`config.mk`:
```
export PLATFORM = sky130hd
export DESIGN_NAME = dff_pipe
export DESIGN_NICKNAME = d
export VERILOG_FILES = /design/src/rtl/dff_pipe_pkg.sv /design/src/rtl/dff_stage.sv /design/src/rtl/dff_pipe.sv
export SDC_FILE = /design/constraint.sdc
export NUM_CORES = 1
export LEC_CHECK = 0
export ABC_AREA = 1
export CAP_MARGIN = 20
export CORE_AREA = 2 2 55 57
export CTS_CLUSTER_SIZE = 40
export DETAILED_ROUTE_END_ITERATION = 10
export DIE_AREA = 0 0 57 59
export PLACE_DENSITY = 0.81
export SKIP_CTS_REPAIR_TIMING = 1
export SYNTH_ARGS = -nofsm -noshare
export SYNTH_HDL_FRONTEND = slang
export SYNTH_SLANG_ARGS = --single-unit
```
`constraint.sdc`:
```
create_clock -name clk -period 3.35 [get_ports clk]
set_input_delay 0.8375 -clock clk [delete_from_list [all_inputs] [get_ports clk]]
set_output_delay 0.8375 -clock clk [all_outputs]
set_load 0.05 [all_outputs]
```
`src/rtl/dff_pipe_pkg.sv`:
```
// ---------------------------------------------------------------------------
// dff_pipe_pkg
// Shared definitions for the dff_pipe delay line and its dff_stage cells.
//   DEFAULT_RESET_VAL : value every data stage takes on reset unless the
//                       instantiating block overrides RESET_VAL
//   clog2_plus1()     : width of a counter that must hold 0..depth inclusive
// The {valid, data} stage pair is kept as two flat vectors in the users,
// because a package-level struct cannot follow a per-instance WIDTH.
// ---------------------------------------------------------------------------
package dff_pipe_pkg;

   localparam int DEFAULT_RESET_VAL = 0;

   // A counter of stages must represent every value from empty (0) to full
   // (depth), which needs one more code than $clog2(depth) alone provides.
   function automatic int clog2_plus1(input int depth);
      return $clog2(depth + 1);
   endfunction

endpackage

```
`src/rtl/dff_stage.sv`:
```
// ---------------------------------------------------------------------------
// dff_stage
// One pipeline cell: a WIDTH-bit data register plus its valid bit.
// Ports:
//   clk      : clock, rising edge
//   areset   : synchronous active-high reset, loads RESET_VAL and clears valid
//   flush    : clears the valid bit only, data is left alone
//   en       : advance enable, 0 holds the cell
//   d        : data from the previous cell (or the pipe input)
//   d_valid  : valid bit from the previous cell (or the pipe input)
//   q        : registered data
//   q_valid  : registered valid bit
// ---------------------------------------------------------------------------
module dff_stage
   import dff_pipe_pkg::*;
#(
   parameter int                WIDTH     = 8,
   parameter logic [WIDTH-1:0]  RESET_VAL = WIDTH'(DEFAULT_RESET_VAL)
) (
   input  logic             clk,
   input  logic             areset,
   input  logic             flush,
   input  logic             en,
   input  logic [WIDTH-1:0] d,
   input  logic             d_valid,
   output logic [WIDTH-1:0] q,
   output logic             q_valid
);

   // The whole priority order of the pipe lives here so that every cell
   // behaves identically: reset wins over flush, flush wins over advance,
   // and with none of them active the cell simply holds. Flush deliberately
   // leaves the data register untouched; only the valid bit is dropped.
   always_ff @(posedge clk) begin
      if (areset) begin
         q       <= RESET_VAL;
         q_valid <= 1'b0;
      end else if (flush) begin
         q_valid <= 1'b0;
      end else if (en) begin
         q       <= d;
         q_valid <= d_valid;
      end
   end

endmodule

```
`src/rtl/dff_pipe.sv`:
```
// ---------------------------------------------------------------------------
// dff_pipe
// Fixed-latency WIDTH-bit delay line of DEPTH stages with per-stage valid
// tracking, stall, flush and an occupancy counter.
// Ports:
//   clk      : clock, all state updates on the rising edge
//   areset   : synchronous active-high reset
//   en       : advance enable, 0 stalls every stage and the counter
//   flush    : clears all valid bits, data registers keep their values
//   d        : data into stage 0
//   d_valid  : qualifies d
//   q        : data of the last stage (registered)
//   q_valid  : valid bit of the last stage
//   count    : number of stages currently holding valid data
// ---------------------------------------------------------------------------
module dff_pipe
   import dff_pipe_pkg::*;
#(
   parameter int                WIDTH     = 8,
   parameter int                DEPTH     = 4,
   parameter logic [WIDTH-1:0]  RESET_VAL = WIDTH'(DEFAULT_RESET_VAL)
) (
   input  logic                          clk,
   input  logic                          areset,
   input  logic                          en,
   input  logic                          flush,
   input  logic [WIDTH-1:0]              d,
   input  logic                          d_valid,
   output logic [WIDTH-1:0]              q,
   output logic                          q_valid,
   output logic [clog2_plus1(DEPTH)-1:0] count
);

   localparam int CW = clog2_plus1(DEPTH);

   logic [WIDTH-1:0] stage_data [DEPTH];
   logic [DEPTH-1:0] stage_valid;
   logic [WIDTH-1:0] link_data  [DEPTH];
   logic [DEPTH-1:0] link_valid;
   logic [CW-1:0]    count_next;

   // Stage 0 is fed from the pipe input, every later stage from the one in
   // front of it, so the chain can be built with a single instantiation.
   assign link_data[0]  = d;
   assign link_valid[0] = d_valid;

   for (genvar i = 0; i < DEPTH; i++) begin : g_stage
      if (i > 0) begin : g_link
         assign link_data[i]  = stage_data[i-1];
         assign link_valid[i] = stage_valid[i-1];
      end

      dff_stage #(
         .WIDTH     (WIDTH),
         .RESET_VAL (RESET_VAL)
      ) u_stage (
         .clk     (clk),
         .areset  (areset),
         .flush   (flush),
         .en      (en),
         .d       (link_data[i]),
         .d_valid (link_valid[i]),
         .q       (stage_data[i]),
         .q_valid (stage_valid[i])
      );
   end

   assign q       = stage_data[DEPTH-1];
   assign q_valid = stage_valid[DEPTH-1];

   // The occupancy is tracked incrementally rather than by counting the
   // valid bits, so count comes straight from a register. On an advance one
   // word may enter and one may leave; the two cancel when both are valid,
   // which keeps the value inside 0..DEPTH without any clamping.
   always_comb begin
      count_next = count;
      if (flush) begin
         count_next = '0;
      end else if (en) begin
         count_next = count + CW'(d_valid) - CW'(stage_valid[DEPTH-1]);
      end
   end

   // Counter register; reset clears it along with every valid bit.
   always_ff @(posedge clk) begin
      if (areset) begin
         count <= '0;
      end else begin
         count <= count_next;
      end
   end

   // The running count must always agree with the valid bits it summarises.
   count_matches_valid : assert property (
      @(posedge clk) disable iff (areset)
      count == CW'($countones(stage_valid))
   );

endmodule

```
==> results of run 1 <==
[cell families (layout without fill, tap and decap cells)]
group	Yosys count	after routing	synth area share [%]
compound gates	41	41	14.06
fa+ha+maj	3	3	3.048
buf+inv	20	42	8.467
flops	39	39	52.84
simple gates	80	80	21.59
[routing by layer]
metal / track usage, % / part of all wire (%) / vias up
met2: 26.27 / 45 / 34
met3: 5.022 / 5.3 / 8
met1: 21.90 / 46 / 520
met4: 14.95 / 3.6 / 0
met5: 0 / 0 / -
li1: - / - / 623
[power breakdown]
part	total, mW	switching, mW	internal (mW)
registers	0.503	0.0131	0.490
clock network	0.387	0.154	0.233
logic	0.113	0.0703	0.0430
total	1.00	0.238	0.766
[Yosys cell counts, drive strengths merged]
cell type	count
inv	10
a211oi	1
a21oi	5
clkbuf	3
fa	1
nor2	71
dfxtp	39
nand4	1
o21ai	35
ha	2
nand2	8
buf	7
[worst paths after layout]
path | from | endpoint | cells past startpoint
worst max register to register | count[0] | count[2] | 11
worst min-delay path | g_stage[0].u_stage.q_valid | g_stage[1].u_stage.q_valid | 2
worst min register to register | g_stage[0].u_stage.q_valid | g_stage[1].u_stage.q_valid | 2
worst max-delay path | count[1] | count[1] | 1
[cell type report]
type | count | area, µm²
clock buffers | 6 | 41.29
clock inverters | 2 | 60.06
fillers | 245 | 934.6
inverters | 10 | 42.54
multi-input cells | 124 | 571.8
flip-flops and latches | 39 | 780.7
well taps | 31 | 38.79
repair buffers | 24 | 240.2
[stage by stage]
step / setup slack [ps] / hold WS (ps) / cell area, µm²
floorplan: 1333 / 429.1 / 1478
global placement: 794.7 / 448.3 / 1674
detailed placement: 744.0 / 456.1 / 1674
CTS: 842.5 / 471.5 / 1775
global route: 781.2 / 496.2 / 1775
finish: 866.8 / 470.8 / 1775
[flip-flops by register name (all words and copies together) (netlist names)]
name	count
count	3
g_stage.u_stage.q	32
g_stage.u_stage.q_valid	4
==> run_results.csv, run 1 <==
group,metric,value,unit
cells_and_area,final_util,65.51,%
sta,clock_skew,6.685,ps
clock_network,cts_tree,"yes",
worst_setup_path,r2r_setup_slack,1600,ps
routing,routed_wl,2.608,mm
sta,slew_viol_final,0,
worst_setup_path,critPathBufInv,1,
sta,setup_violations,0,
place,gp_routability_congestion,0.7731,
cells_and_area,layout-drive-gt1-share,4.878,%
synth,yosys_warnings,0,
power,ir_worst_vdd,0.0003829,V
place,placed_cells,228,
clock_network,clock-root-buffer,"clkbuf_4",
floorplanning,core_area,2710,µm²
cells_and_area,nets,220,
synth,avgSynthCellArea,8.075,µm²
synth,synth_fp_nets,199,
routing,first_pass_iters,4,
sta,tightest_slew,713.6,ps
cells_and_area,finalNonFillerCells,236,
worst_setup_path,path_cells,"clkdlybuf4s50_1",
floorplanning,dieArea,3363,µm²
clock_network,cts_buffers,5,
routing,via_per_inst,5.021,
clock_network,clk_latency,360,ps
worst_setup_path,crit_type,"reg2out",
synth,synth_top_cell_area_share,52.84,%
floorplanning,die_w,57,µm
sta,max_freq,0.4027,GHz
sta,finalSetupTns,0,ps
worst_setup_path,path_delay_family,"buffers and inverters",
clock_network,clockBufferDepth,2,
sta,rsz0062_at_grt,"no",
synth,netlist_area,1478,µm²
run,drv_cap,0,
clock_network,cts.htree.levels,2,
sta,post-route-min-period,2483,ps
synth,ys_seq_elements,39,
worst_setup_path,worstPathRequired,2510,ps
cells_and_area,area_delta_synth_final,20.15,%
power,p_total,1.004,mW
worst_setup_path,crit_path_end_kind,"output port",
power,powerDensity,565.2,nW/µm²
synth,synth_area_leaders,"dfxtp_1, nor2_1, o21ai_0, buf_6, o21ai_1",
cells_and_area,diodes,0,
worst_setup_path,crit_path_max_incr_delay,840,ps
sta,fin_crit_sh,74.12,%
outcome,status,"completed",
floorplanning,die_h,59,µm
floorplanning,pin_count,25,
hold_path,hold_path.class,"reg2reg",
grt,grt_pass1_wl,4.478,mm
worst_setup_path,startpoint_type,"flop",
sta,slew_headroom,52.38,%
worst_setup_path,cp_max_fo,6,
sta,finalHoldViolations,0,
place,port_buffers,24,
grt,antenna_found_initial,0,
routing,drt-wirelength-per-cell,11.05,µm
place,hpwlAfterDp,1.642,mm
cells_and_area,mostFrequentLayoutCells,"nor2_1, dfxtp_1, o21ai_0",
synth,synth_area_leader_cell,"dfxtp_1",
grt,gr-usage-all-layers,17.92,%
routing,routed-via-count,1185,
worst_setup_path,critical_path.slowest_cell,"clkdlybuf4s50_1",
routing,drtIter0Drc,47,
clock_network,clk_pin_slew_worst_paths,110,ps
grt,grt_max_degree,34,
routing,ant_nets,0,
synth,ys_seq_area_share,52.84,%
cells_and_area,final_common_cell,"nor2_1",
power,p_leak,0.7673,nW
clock_network,clock_sinks,39,
floorplanning,start_util,54.52,%
worst_setup_path,arrival,1650,ps
grt,grt-ovfl-total,0,
synth,syn_inst,183,
floorplanning,rows,19,
routing,drc,0,
grt,grt_pass1_vias,1027,
synth,synth_cell_types,17,
Power figures use the tool's default switching activity.
==> run 2, diff against run 1 <==
--- a/config.mk
+++ b/config.mk
@@ -7,11 +7,11 @@
 export LEC_CHECK = 0
 export ABC_AREA = 1
 export CAP_MARGIN = 20
-export CORE_AREA = 2 2 55 57
+export CORE_AREA = 2 2 60 62
 export CTS_CLUSTER_SIZE = 40
 export DETAILED_ROUTE_END_ITERATION = 10
-export DIE_AREA = 0 0 57 59
-export PLACE_DENSITY = 0.81
+export DIE_AREA = 0 0 62 64
+export PLACE_DENSITY = 0.72
 export SKIP_CTS_REPAIR_TIMING = 1
 export SYNTH_ARGS = -nofsm -noshare
 export SYNTH_HDL_FRONTEND = slang
==> constraint.sdc (replaced) <==
create_clock -name clk -period 2.1 [get_ports clk]
set_input_delay 0.525 -clock clk [delete_from_list [all_inputs] [get_ports clk]]
set_output_delay 0.525 -clock clk [all_outputs]
set_load 0.05 [all_outputs]
==> run_results.csv, run 2 (synthesized netlist as in run 1, its figures left out) <==
group,metric,value,unit
grt,grt_pass1_wl,4.471,mm
grt,gr-usage-met1,20.15,%
grt,grt_pass1_vias,1026,
floorplanning,rows,21,
sta,tightest_slew,509.8,ps
cells_and_area,fin_area,1809,µm²
sta,max_freq,0.4930,GHz
grt,grt-ovfl-total,0,
place,place_ws,28.31,ps
worst_setup_path,critPathBufInv,1,
worst_setup_path,arrival,1500,ps
sta,clock_skew,2.106,ps
clock_network,clock-root-buffer,"clkbuf_4",
sta,slew_viol_final,0,
clock_network,cts_buffers,5,
routing,drc,0,
floorplanning,pin_count,25,
power,seq_power_share,53.4,%
routing,ant_nets,0,
hold_path,hold_path.class,"reg2reg",
sta,setup_violations,0,
cells_and_area,mostFrequentLayoutCells,"nor2_1, dfxtp_1, o21ai_0",
power,ir_worst_vdd,0.0003584,V
routing,via_per_inst,4.667,
worst_setup_path,crit_path_end_kind,"output port",
cells_and_area,regMostFlops,"g_stage.u_stage.q",
cells_and_area,layout-drive-gt1-share,7.656,%
sta,finalHoldViolations,0,
grt,grt_max_degree,33,
sta,finalSetupTns,0,ps
run,drv_cap,0,
floorplanning,die_h,64,µm
worst_setup_path,crit_path_max_incr_delay,810,ps
sta,post-route-min-period,2029,ps
power,switchingPower,0.3641,mW
clock_network,clk_latency,330,ps
worst_setup_path,startpoint_type,"flop",
power,p_comb_share,12.4,%
cells_and_area,diodes,0,
worst_setup_path,crit_type,"reg2out",
grt,grtUsageMet2,21.22,%
routing,drt-wirelength-per-cell,9.867,µm
worst_setup_path,path_cells,"clkdlybuf4s50_1",
place,gp_routability_congestion,0.7851,
clock_network,clock_sinks,39,
clock_network,cts_tree,"yes",
floorplanning,die_w,62,µm
place,port_buffers,24,
grt,gr-usage-all-layers,15.21,%
grt,antenna_found_initial,0,
floorplanning,dieArea,3968,µm²
grt,grt_use_met3,5.466,%
routing,drtIter0Drc,52,
place,placed_area,1720,µm²
routing,routed-via-count,1190,
cells_and_area,area_delta_synth_final,22.44,%
clock_network,clk_pin_slew_worst_paths,110,ps
floorplanning,core_area,3284,µm²
floorplanning,start_util,44.99,%
cells_and_area,nets,224,
power,switching_share,24.27,%
clock_network,clockBufferDepth,2,
sta,rsz0062_at_grt,"no",
worst_setup_path,worstPathRequired,1570,ps
power,p_leak,0.8036,nW
cells_and_area,final_util,55.09,%
place,hpwlAfterDp,1.548,mm
cells_and_area,top_regs,"g_stage.u_stage.q x32, g_stage.u_stage.q_valid x4, count x3",
sta,setup_ws,71.45,ps
clock_network,cts.htree.levels,2,
worst_setup_path,cp_max_fo,3,
power,clock_power_share,34.2,%
grt,gr-max-usage-layer,"met2",
sta,slew_headroom,65.96,%
routing,first_pass_iters,4,
worst_setup_path,path_delay_family,"buffers and inverters",
outcome,status,"completed",
sta,fin_crit_sh,96.60,%
power,powerDensity,829.1,nW/µm²
worst_setup_path,critical_path.slowest_cell,"clkdlybuf4s50_1",
cells_and_area,final_common_cell,"nor2_1",
routing,routed_wl,2.516,mm
cells_and_area,largest_reg_flops,32,
power,p_int,1.136,mW
==> run 2: path summary, 6_finish.rpt <==
kind | startpoint | to | slack, ps | depth (start not counted)
worst max-delay path | count[2] | count[2] | 70 | 1
worst min-delay path | g_stage[1].u_stage.q_valid | g_stage[2].u_stage.q_valid | 460 | 2
worst max register to register | count[0] | count[2] | 360 | 11
worst min register to register | g_stage[1].u_stage.q_valid | g_stage[2].u_stage.q_valid | 460 | 2
==> run 2: worst reg2reg max path, stage by stage (launching register included) <==
cell and delay, ps:
dfxtp_1 340, inv_1 50, ha_1 260, inv_1 50
ha_1 120, inv_1 40, fa_1 390, nand2_1 100
nand2_1 60, nor2_1 100, nor2_1 50, nor2_1 100
==> run 2: power groups by stage <==
stage	registers, mW	clock network [mW]	logic [mW]
after floorplan	0.855	0	0.0926
after global placement	0.817	0	0.185
after detailed placement	0.818	0	0.186
after CTS	0.802	0.535	0.188
after global routing	0.808	0.568	0.210
final	0.802	0.512	0.186
==> run 2: layout make-up <==
class / count / area, µm²
fill: 327 / 1475
inverter: 10 / 42.54
tap: 46 / 57.56
multi-input combinational: 124 / 571.8
clock inverter: 2 / 35.03
timing repair buffer: 28 / 270.3
sequential: 39 / 780.7
clock buffer: 6 / 51.30
==> run 2: metrics by stage <==
stage | cells | hold WS, ps | power [mW]
after floorplan | 183 | 429.1 | 0.9473
after global placement | 247 | 439.6 | 1.002
after detailed placement | 247 | 446.4 | 1.004
after CTS | 255 | 469.9 | 1.525
after global routing | 255 | 478.5 | 1.585
final | 255 | 461.1 | 1.500
==> run 2: layer usage <==
metal,vias up,wire (µm),share of wire [%]
met3,6,153,6.1
met5,-,0,0
met2,29,1038,41
li1,631,-,-
met1,524,1266,50
met4,0,57,2.3
==> run 3, diff against run 2 <==
==> constraint.sdc (replaced) <==
create_clock -name clk -period 2.1 [get_ports clk]
set_input_delay 0.21 -clock clk [delete_from_list [all_inputs] [get_ports clk]]
set_output_delay 0.21 -clock clk [all_outputs]
set_load 0.05 [all_outputs]
==> run_results.csv, run 3 (synthesized netlist as in run 1, its figures left out) <==
group,metric,value,unit
floorplanning,die_h,64,µm
sta,slew_headroom,66.22,%
cells_and_area,finalNonFillerCells,256,
cells_and_area,nets,225,
worst_setup_path,startpoint_type,"flop",
cells_and_area,seqCellArea,780.7,µm²
power,p_leak,0.7868,nW
cells_and_area,layout-drive-gt1-share,7.619,%
clock_network,clock-root-buffer,"clkbuf_4",
worst_setup_path,critPathBufInv,1,
run,drv_cap,0,
place,gp_routability_congestion,0.7769,
power,ir_worst_vdd,0.0004893,V
power,p_total,1.508,mW
grt,grt_pass1_vias,1134,
worst_setup_path,crit_type,"reg2out",
routing,drtIter0Drc,90,
routing,routed_wl,2.548,mm
place,placed_area,1730,µm²
sta,hold_ws,436.2,ps
sta,rsz0062_at_grt,"no",
place,hpwlAfterDp,1.629,mm
grt,gr-usage-all-layers,16.54,%
sta,post-route-min-period,1867,ps
cells_and_area,area_delta_synth_final,22.95,%
grt,grt_max_degree,33,
routing,drt-wirelength-per-cell,9.953,µm
worst_setup_path,worstPathRequired,1890,ps
grt,antenna_found_initial,0,
clock_network,clock_sinks,39,
routing,routed-via-count,1166,
worst_setup_path,crit_cells,1,
cells_and_area,largest_reg_flops,32,
place,placed_cells,248,
cells_and_area,diodes,0,
sta,max_freq,0.5357,GHz
sta,slew_viol_final,0,
cells_and_area,mostFrequentLayoutCells,"nor2_1, dfxtp_1, o21ai_0",
worst_setup_path,reg2regPathDepth,11,
cells_and_area,multi_input_area,571.8,µm²
sta,tightest_slew,505.0,ps
floorplanning,start_util,44.99,%
sta,clock_skew,7.666,ps
clock_network,cts_tree,"yes",
clock_network,clk_latency,340,ps
cells_and_area,regMostFlops,"g_stage.u_stage.q",
clock_network,cts_buffers,5,
place,port_buffers,24,
floorplanning,pin_count,25,
power,powerDensity,830.2,nW/µm²
cells_and_area,n_fill_cell,328,
sta,fin_crit_sh,88.89,%
worst_setup_path,crit_path_end_kind,"output port",
worst_setup_path,critical_path.slowest_cell,"clkdlybuf4s50_1",
hold_path,worstHoldPathCells,3,
outcome,status,"completed",
sta,setup_violations,0,
hold_path,hold_path.class,"in2reg",
routing,via_per_inst,4.555,
routing,ant_nets,0,
worst_setup_path,path_delay_family,"buffers and inverters",
floorplanning,rows,21,
worst_setup_path,crit_path_max_incr_delay,850,ps
floorplanning,dieArea,3968,µm²
clock_network,clockBufferDepth,2,
clock_network,clk_pin_slew_worst_paths,110,ps
grt,grt_pass1_wl,4.802,mm
floorplanning,core_area,3284,µm²
routing,first_pass_iters,4,
cells_and_area,final_common_cell,"nor2_1",
grt,grt-ovfl-total,0,
worst_setup_path,cp_max_fo,6,
sta,finalHoldViolations,0,
sta,finalSetupTns,0,ps
worst_setup_path,path_cells,"clkdlybuf4s50_1",
clock_network,cts.htree.levels,2,
cells_and_area,fin_area,1817,µm²
floorplanning,die_w,62,µm
worst_setup_path,arrival,1660,ps
routing,drc,0,
cells_and_area,top_regs,"g_stage.u_stage.q x32, g_stage.u_stage.q_valid x4, count x3",
-- run 3: cell types whose count changed in the layout (fill, tap and decap cells not counted) --
cell,change
clkdlybuf4s50_1,+2
dlymetal6s2s_1,-1
-- run 3: final timing paths --
kind	from	endpoint	slack (ps)
setup reg to reg	count[0]	count[2]	360
setup / recovery	count[1]	count[1]	230
hold reg to reg	g_stage[1].u_stage.q_valid	g_stage[2].u_stage.q_valid	450
hold / removal	d[3]	g_stage[0].u_stage.q[3]	440
-- run 3: layer usage --
metal | vias to the layer above | wire length (µm) | share of wire, % | track usage (%)
met5 | - | 0 | 0 | 0
met3 | 4 | 140 | 5.5 | 6.680
met1 | 502 | 1282 | 50 | 21.56
met4 | 0 | 51 | 2.0 | 8.777
li1 | 630 | - | - | -
met2 | 30 | 1074 | 42 | 22.92
-- run 3: through the flow --
step / utilization [%] / setup slack, ps
2_1_floorplan: - / 83.01
3_5_place_dp: 52.69 / 352.5
6_report: 55.31 / 233.3
5_1_grt: 55.31 / 153.8
3_3_place_gp: 52.69 / 428.2
4_1_cts: 55.31 / 204.5
-- run 3: area by class of cell --
class | instances | share of cell area [%]
inverter | 10 | 2.342
multi-input combinational | 124 | 31.47
tap | 46 | 3.168
sequential | 39 | 42.98
clock buffer | 6 | 2.824
clock inverter | 2 | 1.928
timing repair buffer | 29 | 15.29
-- run 3: power breakdown --
part           leakage (nW)  internal [mW]  switching [mW]
sequential            0.320          0.782          0.0193
combinational         0.418         0.0743           0.113
clock                0.0482          0.281           0.238
total                 0.787           1.14           0.371
